==> src/rtl/peak_tracker_pkg.sv <==
// -----------------------------------------------------------------------------
// peak_tracker_pkg
// Shared definitions for the stream peak tracker:
//   DATA_W  - width of an input sample (3-bit unsigned)
//   state_t - frame FSM states IDLE / ACCUM / OUT
//   strict_win() - fully decoded "this side won" from a gt/lt/eq triple
// -----------------------------------------------------------------------------
package peak_tracker_pkg;

    localparam int DATA_W = 3;

    typedef enum logic [1:0] {
        IDLE  = 2'd0,
        ACCUM = 2'd1,
        OUT   = 2'd2
    } state_t;

    // True only when the winning flag is set and both other flags are clear,
    // so an inconsistent compare result never causes an update.
    function automatic logic strict_win(input logic win, input logic lose, input logic tie);
        return win & ~lose & ~tie;
    endfunction

endpackage

==> src/rtl/peak_cmp.sv <==
// -----------------------------------------------------------------------------
// peak_cmp
// Combinational unsigned magnitude compare of two samples.
// Ports:
//   a, b  in  DATA_W  operands
//   gt    out 1       a > b
//   lt    out 1       a < b
//   eq    out 1       a == b
// -----------------------------------------------------------------------------
module peak_cmp
    import peak_tracker_pkg::*;
(
    input  logic [DATA_W-1:0] a,
    input  logic [DATA_W-1:0] b,
    output logic              gt,
    output logic              lt,
    output logic              eq
);

    assign gt = (a > b);
    assign lt = (a < b);
    assign eq = (a == b);

endmodule

==> src/rtl/stream_peak_tracker.sv <==
// -----------------------------------------------------------------------------
// stream_peak_tracker
// Accumulates per-frame statistics over a valid/ready sample stream and
// presents one result per frame on a valid/ready output.
// Ports:
//   clk, rst         clock, asynchronous active-high reset
//   in_valid/ready   input handshake; in_data (3-bit sample), in_last (frame end)
//   out_valid/ready  output handshake
//   out_max/out_min  largest / smallest sample of the frame
//   out_count        samples in the frame (saturating at 2^CNT_W-1)
//   out_rise         samples strictly above their predecessor (saturating)
// Build option: define PEAK_TRACKER_MIN_EN to include min tracking; without it
// the min logic is absent and out_min is tied to 0.
// -----------------------------------------------------------------------------
module stream_peak_tracker
    import peak_tracker_pkg::*;
#(
    parameter int CNT_W = 8
)
(
    input  logic              clk,
    input  logic              rst,
    input  logic              in_valid,
    output logic              in_ready,
    input  logic [DATA_W-1:0] in_data,
    input  logic              in_last,
    output logic              out_valid,
    input  logic              out_ready,
    output logic [DATA_W-1:0] out_max,
    output logic [DATA_W-1:0] out_min,
    output logic [CNT_W-1:0]  out_count,
    output logic [CNT_W-1:0]  out_rise
);

    localparam logic [CNT_W-1:0] CNT_MAX  = {CNT_W{1'b1}};
    localparam logic [CNT_W-1:0] CNT_ONE  = {{(CNT_W-1){1'b0}}, 1'b1};
    localparam logic [CNT_W-1:0] CNT_ZERO = {CNT_W{1'b0}};

    state_t            state_q, state_d;
    logic              in_ready_q, in_ready_d;
    logic              out_valid_q, out_valid_d;
    logic [DATA_W-1:0] max_q, max_d;
    logic [DATA_W-1:0] prev_q, prev_d;
    logic [CNT_W-1:0]  count_q, count_d;
    logic [CNT_W-1:0]  rise_q, rise_d;
    logic [DATA_W-1:0] out_max_q, out_max_d;
    logic [CNT_W-1:0]  out_count_q, out_count_d;
    logic [CNT_W-1:0]  out_rise_q, out_rise_d;

    logic accept_s;
    logic max_gt_s, max_lt_s, max_eq_s;
    logic prev_gt_s, prev_lt_s, prev_eq_s;
    logic max_up_s, prev_up_s;

    // in_ready_q is registered, so acceptance never depends on out_ready.
    assign accept_s  = in_valid & in_ready_q;

    peak_cmp u_cmp_max (
        .a  (in_data),
        .b  (max_q),
        .gt (max_gt_s),
        .lt (max_lt_s),
        .eq (max_eq_s)
    );

    peak_cmp u_cmp_prev (
        .a  (in_data),
        .b  (prev_q),
        .gt (prev_gt_s),
        .lt (prev_lt_s),
        .eq (prev_eq_s)
    );

    assign max_up_s  = strict_win(max_gt_s, max_lt_s, max_eq_s);
    assign prev_up_s = strict_win(prev_gt_s, prev_lt_s, prev_eq_s);

`ifdef PEAK_TRACKER_MIN_EN
    logic [DATA_W-1:0] min_q, min_d;
    logic [DATA_W-1:0] out_min_q, out_min_d;
    logic              min_gt_s, min_lt_s, min_eq_s;
    logic              min_up_s;

    peak_cmp u_cmp_min (
        .a  (in_data),
        .b  (min_q),
        .gt (min_gt_s),
        .lt (min_lt_s),
        .eq (min_eq_s)
    );

    assign min_up_s = strict_win(min_lt_s, min_gt_s, min_eq_s);
    assign out_min  = out_min_q;
`else
    assign out_min  = {DATA_W{1'b0}};
`endif

    // Next-state, accumulator and output-register computation.
    always_comb begin
        state_d     = state_q;
        max_d       = max_q;
        prev_d      = prev_q;
        count_d     = count_q;
        rise_d      = rise_q;
        out_max_d   = out_max_q;
        out_count_d = out_count_q;
        out_rise_d  = out_rise_q;
`ifdef PEAK_TRACKER_MIN_EN
        min_d       = min_q;
        out_min_d   = out_min_q;
`endif

        case (state_q)
            IDLE: begin
                if (accept_s) begin
                    max_d   = in_data;
                    prev_d  = in_data;
                    count_d = CNT_ONE;
                    rise_d  = CNT_ZERO;
`ifdef PEAK_TRACKER_MIN_EN
                    min_d   = in_data;
`endif
                    if (in_last) begin
                        state_d = OUT;
                    end else begin
                        state_d = ACCUM;
                    end
                end else begin
                    state_d = IDLE;
                end
            end
            ACCUM: begin
                if (accept_s) begin
                    if (max_up_s) begin
                        max_d = in_data;
                    end else begin
                        max_d = max_q;
                    end
`ifdef PEAK_TRACKER_MIN_EN
                    if (min_up_s) begin
                        min_d = in_data;
                    end else begin
                        min_d = min_q;
                    end
`endif
                    prev_d = in_data;
                    // Counters stop at all-ones instead of wrapping.
                    if (count_q != CNT_MAX) begin
                        count_d = count_q + CNT_ONE;
                    end else begin
                        count_d = count_q;
                    end
                    if (prev_up_s && (rise_q != CNT_MAX)) begin
                        rise_d = rise_q + CNT_ONE;
                    end else begin
                        rise_d = rise_q;
                    end
                    if (in_last) begin
                        state_d = OUT;
                    end else begin
                        state_d = ACCUM;
                    end
                end else begin
                    state_d = ACCUM;
                end
            end
            OUT: begin
                if (out_ready) begin
                    state_d = IDLE;
                end else begin
                    state_d = OUT;
                end
            end
            default: begin
                state_d = IDLE;
            end
        endcase

        // Capture the result as the frame closes, including the last sample.
        if ((state_q != OUT) && (state_d == OUT)) begin
            out_max_d   = max_d;
            out_count_d = count_d;
            out_rise_d  = rise_d;
`ifdef PEAK_TRACKER_MIN_EN
            out_min_d   = min_d;
`endif
        end else begin
            out_max_d   = out_max_q;
            out_count_d = out_count_q;
            out_rise_d  = out_rise_q;
`ifdef PEAK_TRACKER_MIN_EN
            out_min_d   = out_min_q;
`endif
        end

        out_valid_d = (state_d == OUT);
        in_ready_d  = (state_d != OUT);
    end

    // State, accumulator and registered-output flops.
    always_ff @(posedge clk or posedge rst) begin
        if (rst) begin
            state_q     <= IDLE;
            in_ready_q  <= 1'b0;
            out_valid_q <= 1'b0;
            max_q       <= {DATA_W{1'b0}};
            prev_q      <= {DATA_W{1'b0}};
            count_q     <= CNT_ZERO;
            rise_q      <= CNT_ZERO;
            out_max_q   <= {DATA_W{1'b0}};
            out_count_q <= CNT_ZERO;
            out_rise_q  <= CNT_ZERO;
`ifdef PEAK_TRACKER_MIN_EN
            min_q       <= {DATA_W{1'b0}};
            out_min_q   <= {DATA_W{1'b0}};
`endif
        end else begin
            state_q     <= state_d;
            in_ready_q  <= in_ready_d;
            out_valid_q <= out_valid_d;
            max_q       <= max_d;
            prev_q      <= prev_d;
            count_q     <= count_d;
            rise_q      <= rise_d;
            out_max_q   <= out_max_d;
            out_count_q <= out_count_d;
            out_rise_q  <= out_rise_d;
`ifdef PEAK_TRACKER_MIN_EN
            min_q       <= min_d;
            out_min_q   <= out_min_d;
`endif
        end
    end

    assign in_ready  = in_ready_q;
    assign out_valid = out_valid_q;
    assign out_max   = out_max_q;
    assign out_count = out_count_q;
    assign out_rise  = out_rise_q;

endmodule

==> config.mk <==
export PLATFORM = sky130hd
export DESIGN_NAME = stream_peak_tracker
export DESIGN_NICKNAME = d
export VERILOG_FILES = /design/src/rtl/peak_tracker_pkg.sv /design/src/rtl/peak_cmp.sv /design/src/rtl/stream_peak_tracker.sv
export SDC_FILE = /design/constraint.sdc
export NUM_CORES = 1
export LEC_CHECK = 0
export ABC_AREA = 1
export ABC_CLOCK_PERIOD_IN_PS = 2400
export BUFFER_PORTS_ARGS = -buffer_cell sky130_fd_sc_hd__buf_2
export CAP_MARGIN = 40
export CORE_MARGIN = 2
export CORE_UTILIZATION = 55
export DETAILED_ROUTE_END_ITERATION = 6
export HOLD_SLACK_MARGIN = 0.15
export PLACE_DENSITY_LB_ADDON = 0.05
export SYNTH_ARGS = -nofsm -noshare
export SYNTH_HDL_FRONTEND = slang
export SYNTH_HIERARCHICAL = 1
export SYNTH_SLANG_ARGS = --single-unit
==> constraint.sdc <==
create_clock -name clk -period 2.4 [get_ports clk]
set_input_delay 0.36 -clock clk [delete_from_list [all_inputs] [get_ports clk]]
set_output_delay 0.36 -clock clk [all_outputs]
set_load 0.05 [all_outputs]
==> results by group, run 1 <==
Timing
  • RSZ-0062 raised after global routing: no
  • Worst clock skew: 0.00710 ns
  • Setup tns final: 0 ns
  • Final count of hold timing violations: 0
  • Final worst path period share: 78.2%
  • Maximum frequency from static timing analysis: 533 MHz
  • Fin worst setup slack: 0.523 ns
  • Count of final max-slew check failures: 0
  • Final period demand of the worst path: 1.88 ns
  • Endpoints failing setup: 0

Status
  • Run status: complete, no violations

Drt
  • Residual DRC: 0
  • Iter 0 DRT Violations: 95
  • Routed Wire Length: 4690 um
  • Overall via count from detail_route: 1948
  • WL/cell: 11.8 um
  • First drt pass iteration count: 4
  • Number of routed nets with antenna violations: 0
  • Via-to-Cell Ratio: 4.92

Synthesis
  • Main synth FF type: sky130_fd_sc_hd__dfrtp_1
  • Area share of the largest cell type after synthesis: 45.5%
  • Proportion of synthesized chip area in sequential cells: 45.5%
  • Number of cells produced by synthesis: 310
  • Cell type with the largest total area after synthesis: sky130_fd_sc_hd__dfrtp_1
  • Average footprint of a synthesized cell: 7.99 sq um
  • Biggest area contributors in the synthesized netlist: sky130_fd_sc_hd__dfrtp_1 45%, sky130_fd_sc_hd__nand2_1 15%, sky130_fd_sc_hd__inv_1 6.1%
  • Most common cell in the netlist: sky130_fd_sc_hd__nand2_1
  • Fraction of synthesis flops using an asynchronous set or reset pin: 100%
  • Yosys warns: 6
  • Number of enable flip-flop cells after synthesis: 0
  • Post-synth design cell area: 2480 sq um
  • Post-synth cell types: 32
  • Number of storage elements in the synthesis netlist: 45
  • Most frequent cells after synthesis: 102 x sky130_fd_sc_hd__nand2_1, 45 x sky130_fd_sc_hd__dfrtp_1, 40 x sky130_fd_sc_hd__inv_1

Critical path
  • Critical Path Slowest Stage Cell: sky130_fd_sc_hd__dfrtp_1
  • Worst Reg-to-Reg Cells: 13
  • Worst Path Class, Setup: reg -> reg
  • Data required time at the worst endpoint: 2.59 ns
  • Worst Setup Start Kind: flop
  • Ordered cell list for the critical path: inv_1 > ha_1 > nand2_2 > nor2_2 > nor2_2 > nor2_2 > nand2_1 > nor2_4 > nand2_1 > inv_1 > nand4_1 > nand3_1 > nand2_1
  • Buffers plus inverters on the worst setup path: 2
  • CP max stage delay: 0.35 ns
  • Data arrival time of the worst path: 2.07 ns
  • Worst setup endpoint: out_rise[5]
  • Total number of cells along the worst setup path: 13
  • End of the worst register-to-register path: out_rise[5]
  • Gate family responsible for the most delay along the worst path: simple AND/OR/NAND/NOR gates
  • Startpoint of the most critical setup path: prev_q[2]
  • Reg2reg setup slack: 0.52 ns
  • CP max FO: 5
  • R2R Path Start: prev_q[2]
  • Kind of capture point of the worst setup path: flop

Layout
  • Signed area change from the synthesized netlist to the final layout: 11.8%
  • Proportion of layout cells with a drive suffix above 1: 23.0%
  • Antenna cell count: 0
  • Cell Count, Final, Fillers Out: 396
  • Final Net Count: 360
  • Post-route cell area: 2770 sq um
  • Layout Utilization: 63.6%

Die
  • Initial core utilization: 56.9%
  • Placeable core region: 4350 sq um
  • Row count: 24
  • Die Outline Area: 5060 sq um
  • Number of top-level design ports: 32
  • Horiz. Die Dim: 71.1 um
  • Die Height: 71.1 um

Placement
  • # placed instances: 388
  • Worst slack after detailed placement: 0.410 ns
  • Placed instance area: 2660 sq um
  • Number of buffers added on ports: 28
  • Detailed placer's ending HPWL: 3550 um
  • Routability-driven placement congestion ratio: 0.886

Power
  • Largest voltage drop on the vdd net: 0.000591 V
  • Power density of the placed cells: 899 nW/um^2
  • Leakage power of the design: 1.53 nW

Global route
  • Global router's overall resource usage: 20.1%
  • First-pass GRT wire length: 7990 um
  • Number of antenna violations at the first check in global routing: 0
  • Via count of the first global-routing pass: 1814
  • Largest net degree at the start of global routing: 25
  • GR Overflow Total: 0

Clocking
  • Clock buffers created by TritonCTS: 5
  • TritonCTS clock tree: done
  • Maximum clock insertion buffer count: 2
  • Number of sinks on the clock net: 45
  • Clock latency at the later pin of the worst-skew pair: 0.30 ns
  • Setup bufs post-CTS: 0
  • # resized after CTS: 0
  • Clock slew seen by the registers of the worst setup and hold paths: 0.08 ns
  • Number of levels in the clock H-tree: 2
  • CTS Root Buffer Type: sky130_fd_sc_hd__clkbuf_8
  • Post-CTS Hold Buffers: 1

Run
  • Max-capacitance violation count: 0

Hold path
  • HP Class: in -> reg
-- registers in the layout, summed over array words and instances, names as in the netlist --
name,cells
count_q,8
out_max,3
out_count,8
rise_q,8
out_rise,8
max_q,3
prev_q,3
state_q,2
in_ready,1
out_valid,1
-- report_power, final --
part / total [W] / switching (W) / internal [W]
sequential: 0.00102 / 0.000113 / 0.000909
clock: 0.000552 / 0.000249 / 0.000303
combinational: 0.000916 / 0.000656 / 0.000260
-- how the worst min path moves through the flow --
stage	start	end	slack, ns	cells past startpoint
final	out_ready	out_valid	0.25	2
after global routing	out_ready	out_valid	0.25	2
after CTS	out_ready	out_valid	0.24	2
after detailed placement	rst	in_ready	0.32	2
after global placement	rst	in_ready	0.31	2
after floorplan	out_ready	out_valid	0.45	1
-- layer usage --
layer | GRT usage [%] | share of wire (%) | vias to the layer above
li1 | - | - | 1029
met1 | 27.8 | 50 | 882
met2 | 32.0 | 45 | 35
met3 | 4.42 | 4.2 | 2
met4 | 6.08 | 0.53 | 0
met5 | 0 | 0 | -
-- cells in the final DEF, fill, tap and decap left out, types with 2 or more instances in the layout --
cell type and instances:
sky130_fd_sc_hd__nand2_1 102, sky130_fd_sc_hd__o31ai_1 2, sky130_fd_sc_hd__nor2_1 13, sky130_fd_sc_hd__inv_1 39
sky130_fd_sc_hd__o21ai_0 7, sky130_fd_sc_hd__inv_4 2, sky130_fd_sc_hd__conb_1 3, sky130_fd_sc_hd__buf_2 28
sky130_fd_sc_hd__nand2_2 11, sky130_fd_sc_hd__a21boi_0 2, sky130_fd_sc_hd__inv_2 4, sky130_fd_sc_hd__nor3_1 2
sky130_fd_sc_hd__nor2_4 5, sky130_fd_sc_hd__nor2_2 8, sky130_fd_sc_hd__ha_1 8, sky130_fd_sc_hd__nand4_1 5
sky130_fd_sc_hd__buf_4 3, sky130_fd_sc_hd__clkbuf_8 5, sky130_fd_sc_hd__and2_1 5, sky130_fd_sc_hd__nand3_1 23
sky130_fd_sc_hd__clkinv_2 2, sky130_fd_sc_hd__o21ai_1 5, sky130_fd_sc_hd__o21ai_2 5, sky130_fd_sc_hd__dfrtp_1 45
-- logic make-up after synthesis --
| logic type | count (synthesis) | share of synthesized area (%) |
|---|---|---|
| AOI/OAI and AO/OA | 24 | 6.36 |
| and+or+nand+nor | 179 | 34.4 |
| other | 1 | 0.151 |
| buffers and inverters | 53 | 9.54 |
| DFF | 45 | 45.5 |
| adders and majority gates | 8 | 4.04 |
-- area by class of cell --
| type | instances | area, sq um |
|---|---|---|
| fill | 393 | 1590 |
| sequential | 45 | 1130 |
| multi-input combinational | 214 | 1120 |
| inverter | 46 | 179 |
| timing repair buffer | 32 | 173 |
| clock buffer | 5 | 68.8 |
| tap | 52 | 65.1 |
| clock inverter | 2 | 35.0 |
-- through the flow --
stage | hold WS, ns | total power [W]
global placement | 0.314 | 0.00194
global route | 0.250 | 0.00265
CTS | 0.240 | 0.00252
detailed placement | 0.320 | 0.00196
floorplan | 0.446 | 0.00178
finish | 0.250 | 0.00249
Note: power is estimated with default switching activity, not from simulation.
==> run 2, diff against run 1 <==
--- a/config.mk
+++ b/config.mk
@@ -6,7 +6,7 @@
 export NUM_CORES = 1
 export LEC_CHECK = 0
 export ABC_AREA = 1
-export ABC_CLOCK_PERIOD_IN_PS = 2400
+export ABC_CLOCK_PERIOD_IN_PS = 1800
 export BUFFER_PORTS_ARGS = -buffer_cell sky130_fd_sc_hd__buf_2
 export CAP_MARGIN = 40
 export CORE_MARGIN = 2
==> constraint.sdc (replaced) <==
create_clock -name clk -period 1.8 [get_ports clk]
set_input_delay 0.27 -clock clk [delete_from_list [all_inputs] [get_ports clk]]
set_output_delay 0.27 -clock clk [all_outputs]
set_load 0.05 [all_outputs]
==> results by group, run 2 (synthesis gave the netlist of run 1 again) <==
Critical path
  • Kind of capture point of the worst setup path: flop
  • Worst Reg-to-Reg Cells: 14 (+1)
  • R2R Path Start: prev_q[2]
  • Data arrival time of the worst path: 1.98 ns (-0.09 ns)
  • Reg2reg setup slack: 0.01 ns (-0.51 ns)
  • End of the worst register-to-register path: out_rise[6]
  • CP max FO: 3 (-2)
  • Worst Setup Start Kind: flop
  • Worst Path Class, Setup: reg -> reg
  • Data required time at the worst endpoint: 2.00 ns (-0.59 ns)

Timing
  • Final worst path period share: 99.2% (+21 points)
  • Final count of hold timing violations: 0 (unchanged)
  • Count of final max-slew check failures: 0 (unchanged)
  • Endpoints failing setup: 0 (unchanged)
  • RSZ-0062 raised after global routing: yes
  • Maximum frequency from static timing analysis: 560 MHz (+5.1%)
  • Worst clock skew: 0.00925 ns (+0.00215 ns)
  • Final period demand of the worst path: 1.79 ns (-0.0903 ns)

Layout
  • Proportion of layout cells with a drive suffix above 1: 32.4% (+9.4 points)
  • Signed area change from the synthesized netlist to the final layout: 21.2%
  • Final Net Count: 367 (+1.9%)
  • Layout Utilization: 69.0% (+5.4 points)
  • Antenna cell count: 0 (unchanged)
  • Highest-count cells in the layout ignoring fill and taps: 92 x sky130_fd_sc_hd__nand2_1, 45 x sky130_fd_sc_hd__dfrtp_1, 35 x sky130_fd_sc_hd__inv_1
  • Commonest non-fill, non-tap cell in the layout: sky130_fd_sc_hd__nand2_1

Power
  • Power density of the placed cells: 1220 nW/um^2 (+36%)
  • Net Sw Frac: 40.8% (-0.11 points)
  • Leakage power of the design: 1.60 nW (+4.6%)
  • Portion of total power attributed to sequential cells: 37.6% (-3.4 points)
  • Largest voltage drop on the vdd net: 0.000822 V (+39%)
  • Internal portion of total power: 0.00217 W (+47%)
  • Power after layout: 0.00366 W (+47%)
  • Sw Pwr: 0.00149 W (+47%)
  • Clock network fraction of design power: 21.6% (-0.6 points)
  • Share of total power in combinational logic: 40.8% (+4.0 points)

Placement
  • Number of buffers added on ports: 28 (unchanged)
  • Routability-driven placement congestion ratio: 0.886 (about the same)
  • Detailed placer's ending HPWL: 3420 um (-3.7%)

Drt
  • Met1 routed wirelength after detailed routing: 2430 um (+3.8%)
  • First drt pass iteration count: 4 (unchanged)
  • Iter 0 DRT Violations: 112 (+18%)
  • Routed Wire Length: 5030 um (+7.1%)
  • Residual DRC: 0 (unchanged)
  • Total length of routed met3 wires: 204 um (+3.6%)
  • Number of routed nets with antenna violations: 0 (unchanged)
  • Overall via count from detail_route: 2004 (+2.9%)
  • Via-to-Cell Ratio: 4.96 (+0.84%)
  • Highest Signal Layer: met4
  • Routed wl met2: 2320 um (+9.4%)
  • WL/cell: 12.4 um (+5.0%)

Run
  • Max-capacitance violation count: 0 (unchanged)

Clocking
  • Clock slew seen by the registers of the worst setup and hold paths: 0.08 ns (about the same)
  • Clock buffers created by TritonCTS: 5 (unchanged)
  • TritonCTS clock tree: done
  • CTS Root Buffer Type: sky130_fd_sc_hd__clkbuf_8
  • Maximum clock insertion buffer count: 2 (unchanged)
  • Number of sinks on the clock net: 45 (unchanged)
  • Clock latency at the later pin of the worst-skew pair: 0.30 ns (about the same)
  • Number of levels in the clock H-tree: 2 (unchanged)

Die
  • Number of top-level design ports: 32 (unchanged)
  • Horiz. Die Dim: 71.1 um (unchanged)
  • Placeable core region: 4350 sq um (unchanged)
  • Initial core utilization: 56.9% (unchanged)
  • Die Height: 71.1 um (unchanged)
  • Die Outline Area: 5060 sq um (unchanged)
  • Row count: 24 (unchanged)

Global route
  • Via count of the first global-routing pass: 1879 (+3.6%)
  • Number of antenna violations at the first check in global routing: 0 (unchanged)
  • GR Overflow Total: 0 (unchanged)
  • Global router's overall resource usage: 21.5% (+1.4 points)
  • First-pass GRT wire length: 8500 um (+6.4%)
  • Largest net degree at the start of global routing: 26 (+4.0%)

Hold path
  • Hold endpoint: prev_q[0]
  • Launch instance of the worst min-delay path: in_data[0]
  • HP Class: in -> reg
  • Hold Crit Depth: 3 (+1)

Status
  • Run status: complete, no violations
run 2: per-stage QoR:
| stage | worst slack [ns] | hold WS, ns | TNS (ns) | cell area (sq um) | std cells |
|---|---|---|---|---|---|
| finish | 0.0137 | 0.296 | 0 | 3000 | 404 |
| global route | -0.134 | 0.297 | -1.29 | 3000 | 404 |
| CTS | 0.00197 | 0.268 | 0 | 2840 | 400 |
| detailed placement | -0.0592 | 0.308 | -0.223 | 2690 | 389 |
| global placement | -0.0183 | 0.304 | -0.0290 | 2690 | 389 |
| floorplan | 0.0790 | 0.356 | 0 | 2480 | 312 |
run 2: area by class of cell:
class | instances | area, sq um
clock buffers | 7 | 86.3
flip-flops and latches | 45 | 1130
repair buffers | 39 | 253
multi-input cells | 214 | 1260
clock inverters | 1 | 30.0
inverters | 46 | 181
fillers | 348 | 1350
well taps | 52 | 65.1
run 2: what timing repair did:
action / 4_1_cts / 5_1_grt
buffers inserted: 1 / 4
gates resized for setup: 3 / 35
endpoints found under the setup margin: 7 / 26
hold endpoints to repair: 21 / 0
hold buffers: 2 / 0
pin swaps: 1 / 17
run 2: per-layer routing:
metal  track usage [%]  vias up
met5                 0        -
met4              6.92        0
met3              4.42        6
met2              31.9       38
met1              31.8      917
li1                  -     1043
run 2: worst max path at each step:
| stage | from | to | slack [ns] | cells after the start |
|---|---|---|---|---|
| after floorplan | prev_q[2] | out_rise[5] | 0.08 | 13 |
| after global placement | in_data[2] | out_rise[5] | -0.02 | 13 |
| after global routing | max_q[2] | out_max[1] | -0.13 | 11 |
| final | prev_q[2] | out_rise[6] | 0.01 | 14 |
| after CTS | prev_q[2] | out_rise[6] | 0.002 | 14 |
| after detailed placement | in_data[2] | out_rise[5] | -0.06 | 13 |
run 2: power groups by stage:
| stage | Clock (W) | Combinational (W) | Sequential, W |
|---|---|---|---|
| after CTS | 0.000811 | 0.00128 | 0.00136 |
| after floorplan | 0 | 0.000682 | 0.00168 |
| after global routing | 0.000842 | 0.00165 | 0.00140 |
| after detailed placement | 0 | 0.00125 | 0.00138 |
| final | 0.000792 | 0.00149 | 0.00137 |
| after global placement | 0 | 0.00123 | 0.00137 |
run 2: worst max-delay path: stages (launching register included):
cell	delay, ns
sky130_fd_sc_hd__dfrtp_1	0.38
sky130_fd_sc_hd__inv_2	0.06
sky130_fd_sc_hd__ha_4	0.28
sky130_fd_sc_hd__nand2_4	0.06
sky130_fd_sc_hd__nor2_4	0.08
sky130_fd_sc_hd__nor2_2	0.05
sky130_fd_sc_hd__nor2_2	0.08
sky130_fd_sc_hd__nand2_2	0.07
sky130_fd_sc_hd__nor2_4	0.16
sky130_fd_sc_hd__buf_4	0.14
sky130_fd_sc_hd__nand4_2	0.08
sky130_fd_sc_hd__nand2_1	0.09
sky130_fd_sc_hd__o21ai_2	0.06
sky130_fd_sc_hd__nand2_1	0.05
sky130_fd_sc_hd__nand2_1	0.05
